$ cat src/rtl/hub75_fb_loader.sv
// hub75_fb_loader: frame-buffer write sequencer for the HUB75 core.
// Takes a raster-ordered pixel stream (col fastest, then row, then bank),
// writes each pixel into the line buffer, stores every completed row and
// requests a frame swap once the last row of the last bank is stored.
//
// Handshake: a pixel transfers on a rising edge where in_valid && in_ready.
// in_ready is a registered function of the FSM state only (high exactly
// while in FILL) and never depends on in_valid; the source may raise or
// drop in_valid at will, and in_data/in_sof are consumed only on a transfer.
module hub75_fb_loader #(
  parameter int N_BANKS     = 2,
  parameter int N_ROWS      = 32,
  parameter int N_COLS      = 64,
  parameter int BITDEPTH    = 24,
  parameter int LOG_N_BANKS = $clog2(N_BANKS),
  parameter int LOG_N_ROWS  = $clog2(N_ROWS),
  parameter int LOG_N_COLS  = $clog2(N_COLS)
) (
  input  logic                   clk,
  input  logic                   rst,
  input  logic [BITDEPTH-1:0]    in_data,
  input  logic                   in_sof,
  input  logic                   in_valid,
  output logic                   in_ready,
  output logic [BITDEPTH-1:0]    fbw_data,
  output logic [LOG_N_COLS-1:0]  fbw_col_addr,
  output logic                   fbw_wren,
  output logic [LOG_N_BANKS-1:0] fbw_bank_addr,
  output logic [LOG_N_ROWS-1:0]  fbw_row_addr,
  output logic                   fbw_row_swap,
  output logic                   fbw_row_store,
  input  logic                   fbw_row_rdy,
  output logic                   frame_swap,
  input  logic                   frame_rdy,
  input  logic                   ctrl_en,
  output logic                   stat_frame_done,
  output logic                   stat_resync,
  output logic                   stat_busy,
  output logic [2:0]             dbg_state
);

  localparam logic [2:0] S_IDLE      = 3'd0;
  localparam logic [2:0] S_FILL      = 3'd1;
  localparam logic [2:0] S_ROW_WAIT  = 3'd2;
  localparam logic [2:0] S_FRM_FLUSH = 3'd3;
  localparam logic [2:0] S_FRM_WAIT  = 3'd4;

  localparam logic [LOG_N_COLS-1:0]  COL_LAST  = LOG_N_COLS'(N_COLS - 1);
  localparam logic [LOG_N_ROWS-1:0]  ROW_LAST  = LOG_N_ROWS'(N_ROWS - 1);
  localparam logic [LOG_N_BANKS-1:0] BANK_LAST = LOG_N_BANKS'(N_BANKS - 1);
  localparam logic [1:0]             GUARD_END = 2'd2;

  logic [2:0]             r_state;
  logic [LOG_N_COLS-1:0]  r_col;
  logic [LOG_N_ROWS-1:0]  r_row;
  logic [LOG_N_BANKS-1:0] r_bank;
  logic [1:0]             r_guard;
  logic                   r_in_ready;
  logic [BITDEPTH-1:0]    r_fbw_data;
  logic [LOG_N_COLS-1:0]  r_fbw_col_addr;
  logic                   r_fbw_wren;
  logic [LOG_N_BANKS-1:0] r_fbw_bank_addr;
  logic [LOG_N_ROWS-1:0]  r_fbw_row_addr;
  logic                   r_row_swap;
  logic                   r_row_store;
  logic                   r_frame_swap;
  logic                   r_frame_done;
  logic                   r_resync;
  logic                   r_busy;

  logic [2:0] w_state_nxt;
  logic       w_hs;
  logic       w_at_origin;
  logic       w_resync;
  logic       w_last_col;
  logic       w_frame_end;

  // Next-state decode. Every pulse is issued while the FSM still sits in the
  // requesting state; the transition happens on the pulse cycle itself, so
  // each pulse costs exactly one extra cycle before the next state starts.
  always_comb begin
    w_hs        = (r_state == S_FILL) && r_in_ready && in_valid;
    w_at_origin = (r_col == '0) && (r_row == '0) && (r_bank == '0);
    w_resync    = w_hs && in_sof && !w_at_origin;
    w_last_col  = w_hs && !w_resync && (r_col == COL_LAST);
    w_frame_end = (r_row == ROW_LAST) && (r_bank == BANK_LAST);
    w_state_nxt = r_state;
    case (r_state)
      S_IDLE:      if (ctrl_en) w_state_nxt = S_FILL;
      S_FILL:      if (w_last_col) w_state_nxt = S_ROW_WAIT;
      S_ROW_WAIT:  if (r_row_store) w_state_nxt = w_frame_end ? S_FRM_FLUSH : S_FILL;
      S_FRM_FLUSH: if (r_frame_swap) w_state_nxt = S_FRM_WAIT;
      S_FRM_WAIT:  if (r_frame_done) w_state_nxt = ctrl_en ? S_FILL : S_IDLE;
      default:     w_state_nxt = S_IDLE;
    endcase
  end

  // State, counters and all registered outputs.
  always_ff @(posedge clk) begin
    if (rst) begin
      r_state         <= S_IDLE;
      r_col           <= '0;
      r_row           <= '0;
      r_bank          <= '0;
      r_guard         <= '0;
      r_in_ready      <= 1'b0;
      r_fbw_data      <= '0;
      r_fbw_col_addr  <= '0;
      r_fbw_wren      <= 1'b0;
      r_fbw_bank_addr <= '0;
      r_fbw_row_addr  <= '0;
      r_row_swap      <= 1'b0;
      r_row_store     <= 1'b0;
      r_frame_swap    <= 1'b0;
      r_frame_done    <= 1'b0;
      r_resync        <= 1'b0;
      r_busy          <= 1'b0;
    end else begin
      r_state      <= w_state_nxt;
      r_in_ready   <= (w_state_nxt == S_FILL);
      r_busy       <= (w_state_nxt != S_IDLE);
      r_fbw_wren   <= 1'b0;
      r_row_swap   <= 1'b0;
      r_row_store  <= 1'b0;
      r_frame_swap <= 1'b0;
      r_frame_done <= 1'b0;
      r_resync     <= 1'b0;
      case (r_state)
        S_IDLE: begin
          if (ctrl_en) begin
            r_col  <= '0;
            r_row  <= '0;
            r_bank <= '0;
          end
        end
        S_FILL: begin
          if (w_hs) begin
            r_fbw_wren <= 1'b1;
            r_fbw_data <= in_data;
            if (w_resync) begin
              // Mid-frame start of frame: this pixel becomes col 0 of line 0
              // and the partial row is simply never stored.
              r_fbw_col_addr <= '0;
              r_col          <= LOG_N_COLS'(1);
              r_row          <= '0;
              r_bank         <= '0;
              r_resync       <= 1'b1;
            end else begin
              r_fbw_col_addr <= r_col;
              r_col          <= r_col + LOG_N_COLS'(1);
            end
          end
        end
        S_ROW_WAIT: begin
          if (r_row_store) begin
            r_row   <= r_row + LOG_N_ROWS'(1);
            r_guard <= '0;
            if (r_row == ROW_LAST) r_bank <= r_bank + LOG_N_BANKS'(1);
          end else if (fbw_row_rdy) begin
            r_row_swap      <= 1'b1;
            r_row_store     <= 1'b1;
            r_fbw_bank_addr <= r_bank;
            r_fbw_row_addr  <= r_row;
          end
        end
        S_FRM_FLUSH: begin
          // Two guard cycles let the last row store settle before its
          // fbw_row_rdy is trusted again.
          if (r_frame_swap) r_guard <= '0;
          else if (r_guard != GUARD_END) r_guard <= r_guard + 2'd1;
          else if (fbw_row_rdy) r_frame_swap <= 1'b1;
        end
        S_FRM_WAIT: begin
          // Two guard cycles so a stale frame_rdy from before the swap
          // request is not mistaken for completion.
          if (r_frame_done) r_guard <= '0;
          else if (r_guard != GUARD_END) r_guard <= r_guard + 2'd1;
          else if (frame_rdy) r_frame_done <= 1'b1;
        end
        default: ;
      endcase
    end
  end

  assign in_ready        = r_in_ready;
  assign fbw_data        = r_fbw_data;
  assign fbw_col_addr    = r_fbw_col_addr;
  assign fbw_wren        = r_fbw_wren;
  assign fbw_bank_addr   = r_fbw_bank_addr;
  assign fbw_row_addr    = r_fbw_row_addr;
  assign fbw_row_swap    = r_row_swap;
  assign fbw_row_store   = r_row_store;
  assign frame_swap      = r_frame_swap;
  assign stat_frame_done = r_frame_done;
  assign stat_resync     = r_resync;
  assign stat_busy       = r_busy;
  assign dbg_state       = r_state;

endmodule

$ cat config.mk
export PLATFORM = sky130hd
export DESIGN_NAME = hub75_fb_loader
export DESIGN_NICKNAME = d
export VERILOG_FILES = /design/src/rtl/hub75_fb_loader.sv
export SDC_FILE = /design/constraint.sdc
export NUM_CORES = 1
export LEC_CHECK = 0
export CAP_MARGIN = 20
export CORE_MARGIN = 2
export CORE_UTILIZATION = 47
export DETAILED_ROUTE_END_ITERATION = 8
export GPL_TIMING_DRIVEN = 0
export PLACE_DENSITY_LB_ADDON = 0.08
export SETUP_SLACK_MARGIN = 0.15
export SYNTH_ARGS = -nofsm -noshare
export SYNTH_HDL_FRONTEND = slang
export SYNTH_SLANG_ARGS = --single-unit
$ cat constraint.sdc
create_clock -name clk -period 2.5 [get_ports clk]
set_clock_uncertainty 0.1 [all_clocks]
set_input_delay 0.375 -clock clk [delete_from_list [all_inputs] [get_ports clk]]
set_output_delay 0.375 -clock clk [all_outputs]
set_load 0.005 [all_outputs]
==> qor.yml, run 1 <==
status:
  status: "finished clean"
place:
  place_hpwl_mm: 4.61
  pre_cts_slack_ns: 0.192
  gp_congestion: 0.824
  portBuffers: 77
die:
  die_x_um: 78.6
  core_um2: 5440
  start_util: 0.481
  die_h_um: 78.6
  num_io_pins: 78
  dieArea_um2: 6180
  row_count: 27
critical_path:
  reg2regPathDepth: 6
  critical-path-max-stage-delay_ns: 0.51
  cp-start-kind: "flop"
  reg2reg_to: "fbw_col_addr[0]"
  endpoint_kind: "flop"
  cp_slowest_cell: "or3b_1"
  crit_type: "reg -> reg"
  critPathTopFamily: "simple AND/OR/NAND/NOR gates"
  cp_cell_sequence: "or3b_1, or2_2, clkbuf_1, buf_2, and3_1, a21o_1"
  cp_max_fo: 10
  r2r_start: "dbg_state[0]"
  crit_arrival_ns: 2.33
  startpoint: "dbg_state[0]"
  worstPathBufferInverterCount: 2
  crit_required_ns: 2.63
  r2r_slack_ns: 0.30
clock_tree:
  path_clk_slew_ns: 0.07
  cts_tree: "done"
  hold_buffers: 0
  cts_buffers: 9
  root_buffer: "clkbuf_8"
  htree_levels: 3
  post_cts_buffers: 0
  cts_sinks: 60
  worstSkewPairLatency_ns: 0.34
  clk_path_buf_depth: 2
power:
  cellPowerDensity_nw_per_um2: 529
  leakagePower_nw: 1.37
  ir_drop_uv: 355
detailed_routing:
  viasPerCell: 5.21
  drc: 0
  drt_iter0_markers: 86
  first_pass_iters: 4
  wl_mm: 6.41
  routedWlPerCell_um: 13.4
  ant_nets: 0
  via_count: 2488
grt:
  antenna_found_initial: 0
  grt-ovfl-total: 0
  grt_first_pass_wirelength_mm: 10.5
  grt_pass1_vias: 2252
  grt_max_degree: 11
  track_usage: 0.216
yosys:
  synth-seq-cells: 60
  synth_async_sr_flop_share: 0
  yosysSeqAreaShare: 0.459
  yosys_warnings: 0
  netlist_area_um2: 2620
  synth_area_per_cell_um2: 8.36
  synth.distinct_cells: 44
  synthCells: 313
  synthFlopType: "dfxtp_1"
  syn_nets: 351
  synth-edff-count: 0
finish:
  final_cell_mix: "clkdlybuf4s50_1, nand2_1, dfxtp_1"
  utilization: 0.674
  final_common_cell: "clkdlybuf4s50_1"
  area_growth_syn_to_layout_pct: 40.1
  nets: 439
  n_antenna_cell: 0
  final_layout_size_suffix_gt1_frac: 0.0714
sta:
  hold_viol_final: 0
  min_period_ns: 2.20
  fin_ws_ns: 0.301
  tns_ns: 0
  timing.final.crit_share: 0.880
  rsz0062_at_grt: "no"
  setup_viol: 0
  timing.slew.headroom: 0.441
  maxSlewViolCount: 0
  clock.fmax_mhz: 455
  worstMarginPinSlew_ns: 0.828
worst_hold_path:
  worstHoldStart: "fbw_col_addr[2]"
  hp-class: "reg -> reg"
  min_path_cells: 2
  min_to: "fbw_col_addr[2]"
job:
  drv_cap: 0
-- Yosys cell counts (2+ instances only) --
| cell | instances | area share |
|---|---|---|
| a21oi_1 | 40 | 0.077 |
| a41oi_1 | 3 | 0.010 |
| nor2b_1 | 3 | 0.0072 |
| a21o_1 | 5 | 0.014 |
| nand3_1 | 5 | 0.0096 |
| a31oi_1 | 5 | 0.012 |
| buf_4 | 3 | 0.0086 |
| o211ai_1 | 12 | 0.034 |
| o21ai_0 | 8 | 0.015 |
| a22oi_1 | 3 | 0.0086 |
| or2_2 | 3 | 0.0072 |
| o21a_1 | 2 | 0.0057 |
| mux2i_1 | 7 | 0.027 |
| and3_1 | 5 | 0.012 |
| inv_1 | 10 | 0.014 |
| nor4bb_1 | 3 | 0.011 |
| buf_2 | 3 | 0.0057 |
| or3_1 | 3 | 0.0072 |
| nand3b_1 | 2 | 0.0057 |
| nand2b_1 | 2 | 0.0048 |
| nor3_1 | 3 | 0.0057 |
| nor2_1 | 18 | 0.026 |
| dfxtp_1 | 60 | 0.46 |
| ha_1 | 7 | 0.033 |
| clkbuf_1 | 12 | 0.017 |
| nand2_1 | 68 | 0.098 |
-- worst reg2reg max path, delay by kind of cell, from the launching register on --
kind	cells	cell delay (ns)
buf+inv	2	0.33
flops	1	0.49
compound gates	1	0.14
simple gates	3	1.04
-- power by group --
part	internal, W	switching, W
combinational	0.0000924	0.0000883
clock	0.000410	0.000373
sequential	0.000968	0.00000905
-- worst max path at each step --
stage | endpoint | cells past startpoint | slack, ns
after floorplan | fbw_col_addr[0] | 6 | 0.55
after global placement | r_row[4] | 5 | 0.25
after global routing | r_col[5] | 5 | 0.16
after detailed placement | r_row[4] | 5 | 0.19
final | fbw_col_addr[0] | 6 | 0.30
after CTS | fbw_data[19] | 5 | 0.24
-- flip-flops by register name (all words and copies together) (netlist names), 2 cells and up --
| signal | cells |
|---|---|
| dbg_state | 3 |
| r_guard | 2 |
| r_row | 5 |
| r_col | 6 |
| fbw_col_addr | 6 |
| fbw_data | 24 |
| fbw_row_addr | 5 |
-- through the flow --
stage | instance area, um2 | cells | hold WS, ns | total power, W
after floorplan | 2620 | 313 | 0.348 | 0.00108
after global placement | 3480 | 462 | 0.337 | 0.00118
after detailed placement | 3480 | 462 | 0.342 | 0.00118
after CTS | 3660 | 478 | 0.352 | 0.00196
after global routing | 3660 | 478 | 0.374 | 0.00202
final | 3660 | 478 | 0.348 | 0.00194
-- cell type report --
class / count / area (um2)
multi-input combinational: 224 / 1300
timing repair buffer: 77 / 771
sequential: 60 / 1200
inverter: 11 / 41.3
fill: 478 / 1770
clock inverter: 4 / 23.8
clock buffer: 12 / 155
buffer: 18 / 82.6
tap: 72 / 90.1
-- cell families (layout without fill, tap and decap cells) --
kind of cell    count (synthesis)  count (layout)  synth area share
buf+inv                        29             122            0.0473
flops                          60              60             0.459
mux                             7               7            0.0268
compound gates                 86              86             0.203
fa+ha+maj                       7               7            0.0335
simple gates                  124             124             0.230
-- routing by layer --
layer	wire length, um	track usage
met5	0	0
met1	2840	0.256
met2	3130	0.363
met4	69	0.0842
met3	374	0.0690
-- repair_timing --
item,4_1_cts,5_1_grt
gates resized for setup,0,2
endpoints found under the hold margin,0,0
endpoints found under the setup margin,0,21
Note: power is estimated with default switching activity, not from simulation.
==> run 2, diff against run 1 <==
--- a/config.mk
+++ b/config.mk
@@ -7,8 +7,11 @@
 export LEC_CHECK = 0
 export CAP_MARGIN = 20
 export CORE_MARGIN = 2
-export CORE_UTILIZATION = 47
+export CORE_UTILIZATION = 49
+export CTS_BUF_LIST = sky130_fd_sc_hd__clkbuf_8
+export CTS_CLUSTER_SIZE = 30
 export DETAILED_ROUTE_END_ITERATION = 8
+export GPL_ROUTABILITY_DRIVEN = 0
 export GPL_TIMING_DRIVEN = 0
 export PLACE_DENSITY_LB_ADDON = 0.08
 export SETUP_SLACK_MARGIN = 0.15
==> qor.yml, run 2 (synthesis gave the netlist of run 1 again) <==
clock_tree:
  cts_tree: "done"
  htree_levels: 3  # unchanged
  path_clk_slew_ns: 0.07  # about the same
  clk_path_buf_depth: 2  # unchanged
  cts_sinks: 60  # unchanged
  cts_buffers: 9  # unchanged
  worstSkewPairLatency_ns: 0.34  # about the same
  root_buffer: "clkbuf_8"
power:
  leakagePower_nw: 1.39  # +1.5%
  cellPowerDensity_nw_per_um2: 554  # +4.6%
  ir_drop_uv: 553  # +56%
grt:
  antenna_found_initial: 0  # unchanged
  grt_pass1_vias: 2431  # +7.9%
  grt-ovfl-total: 0  # unchanged
  track_usage: 0.241  # +0.0246
  grt_first_pass_wirelength_mm: 11.5  # +9.5%
  grt_max_degree: 11  # unchanged
die:
  die_x_um: 77.1  # -2.0%
  start_util: 0.509  # +0.0280
  num_io_pins: 78  # unchanged
  dieArea_um2: 5940  # -3.9%
  die_h_um: 77.1  # -2.0%
  row_count: 26  # -3.7%
  core_um2: 5140  # -5.5%
critical_path:
  critical-path-max-stage-delay_ns: 0.52  # about the same
  cp_cell_sequence: "or3b_1, or2_2, clkbuf_1, buf_2, and3_1, a21o_1"
  crit_arrival_ns: 2.39  # +0.06 ns
  cp_slowest_cell: "or3b_1"
  cp_max_fo: 10  # unchanged
  crit_required_ns: 2.63  # about the same
  worstPathBufferInverterCount: 2  # unchanged
  critPathTopFamily: "simple AND/OR/NAND/NOR gates"
  crit_type: "reg -> reg"
  cp-start-kind: "flop"
  endpoint_kind: "flop"
status:
  status: "finished clean"
sta:
  tns_ns: 0  # unchanged
  hold_viol_final: 0  # unchanged
  maxSlewViolCount: 0  # unchanged
  timing.final.crit_share: 0.904  # +0.0244
  worstMarginPinSlew_ns: 0.814  # -0.0132 ns
  setup_viol: 0  # unchanged
  min_period_ns: 2.26  # +0.0611 ns
  clock.fmax_mhz: 442  # -2.7%
  rsz0062_at_grt: "no"
  timing.slew.headroom: 0.450  # +0.00894
  holdWs_ns: 0.352  # +0.00453 ns
place:
  dp_cells: 460  # -0.43%
  place_hpwl_mm: 4.69  # +1.8%
  portBuffers: 77  # unchanged
finish:
  fillers: 440  # -7.9%
  nets: 441  # +0.46%
  area_growth_syn_to_layout_pct: 41.5
  final_cell_mix: "clkdlybuf4s50_1, nand2_1, dfxtp_1"
  seq_area_um2: 1200  # unchanged
  final_layout_size_suffix_gt1_frac: 0.0760  # +0.00455
  n_antenna_cell: 0  # unchanged
  layout.cells.non_filler: 478  # unchanged
  largest_reg_flops: 24  # unchanged
  multi_input_area_um2: 1300  # unchanged
  final_common_cell: "clkdlybuf4s50_1"
detailed_routing:
  via_count: 2542  # +2.2%
  first_pass_iters: 4  # unchanged
  wl_mm: 6.81  # +6.1%
  drt_iter0_markers: 89  # +3.5%
  routedWlPerCell_um: 14.2  # +6.1%
  drc: 0  # unchanged
  viasPerCell: 5.32  # +2.2%
  ant_nets: 0  # unchanged
worst_hold_path:
  hp-class: "reg -> reg"
job:
  drv_cap: 0  # unchanged
run 2: cell count changes in the layout (fill, tap and decap cells not counted), sizes merged:
cell,change
inv,+1
clkinvlp,+1
clkinv,-2
clkbuf,-1
buf,+2
bufinv,+1
run 2: worst register-to-register path, delay by kind of cell, from the launching register on:
kind	cells	cell delay, ns
flops	1	0.51
compound gates	1	0.16
buf+inv	2	0.33
simple gates	3	1.06
run 2: metrics by stage:
step / cell area (um2) / total power [W] / worst slack [ns] / utilization
after detailed placement: 3470 / 0.00118 / 0.175 / 0.676
after CTS: 3680 / 0.00206 / 0.257 / 0.715
after floorplan: 2620 / 0.00108 / 0.548 / -
final: 3700 / 0.00205 / 0.240 / 0.720
after global routing: 3700 / 0.00213 / 0.155 / 0.720
after global placement: 3470 / 0.00118 / 0.232 / 0.676
run 2: worst paths after layout:
kind	startpoint	to	slack [ns]	cells after the start
max reg2reg	dbg_state[0]	fbw_col_addr[0]	0.24	6
min	fbw_col_addr[5]	fbw_col_addr[5]	0.35	2
min reg2reg	fbw_col_addr[5]	fbw_col_addr[5]	0.35	2
max	dbg_state[0]	fbw_col_addr[0]	0.24	6
run 2: area by class of cell:
cell class	instances	share of cell area
multi-input cells	224	0.351
flip-flops and latches	60	0.325
repair buffers	79	0.212
clock buffers	11	0.0409
well taps	70	0.0237
plain buffers	18	0.0223
clock inverters	5	0.0139
inverters	11	0.0112
run 2: repair_timing:
item,4_1_cts,5_1_grt
setup endpoints to repair,0,27
gates resized for setup,0,2
buffers inserted,0,2
hold buffers,0,0
run 2: layer usage:
metal  wire (um)  share of wire  vias up  GRT usage
li1            -              -     1280          -
met1        3040           0.45     1184      0.290
met2        3300           0.48       65      0.410
met3         333          0.049       13     0.0506
met4         137          0.020        0      0.116
met5           0              0        -          0
run 2: power breakdown:
| group | internal (W) | switching, W | total [W] |
|---|---|---|---|
| registers | 0.000968 | 0.00000960 | 0.000977 |
| clock network | 0.000507 | 0.000379 | 0.000887 |
| logic | 0.0000953 | 0.0000902 | 0.000186 |
| total | 0.00157 | 0.000479 | 0.00205 |
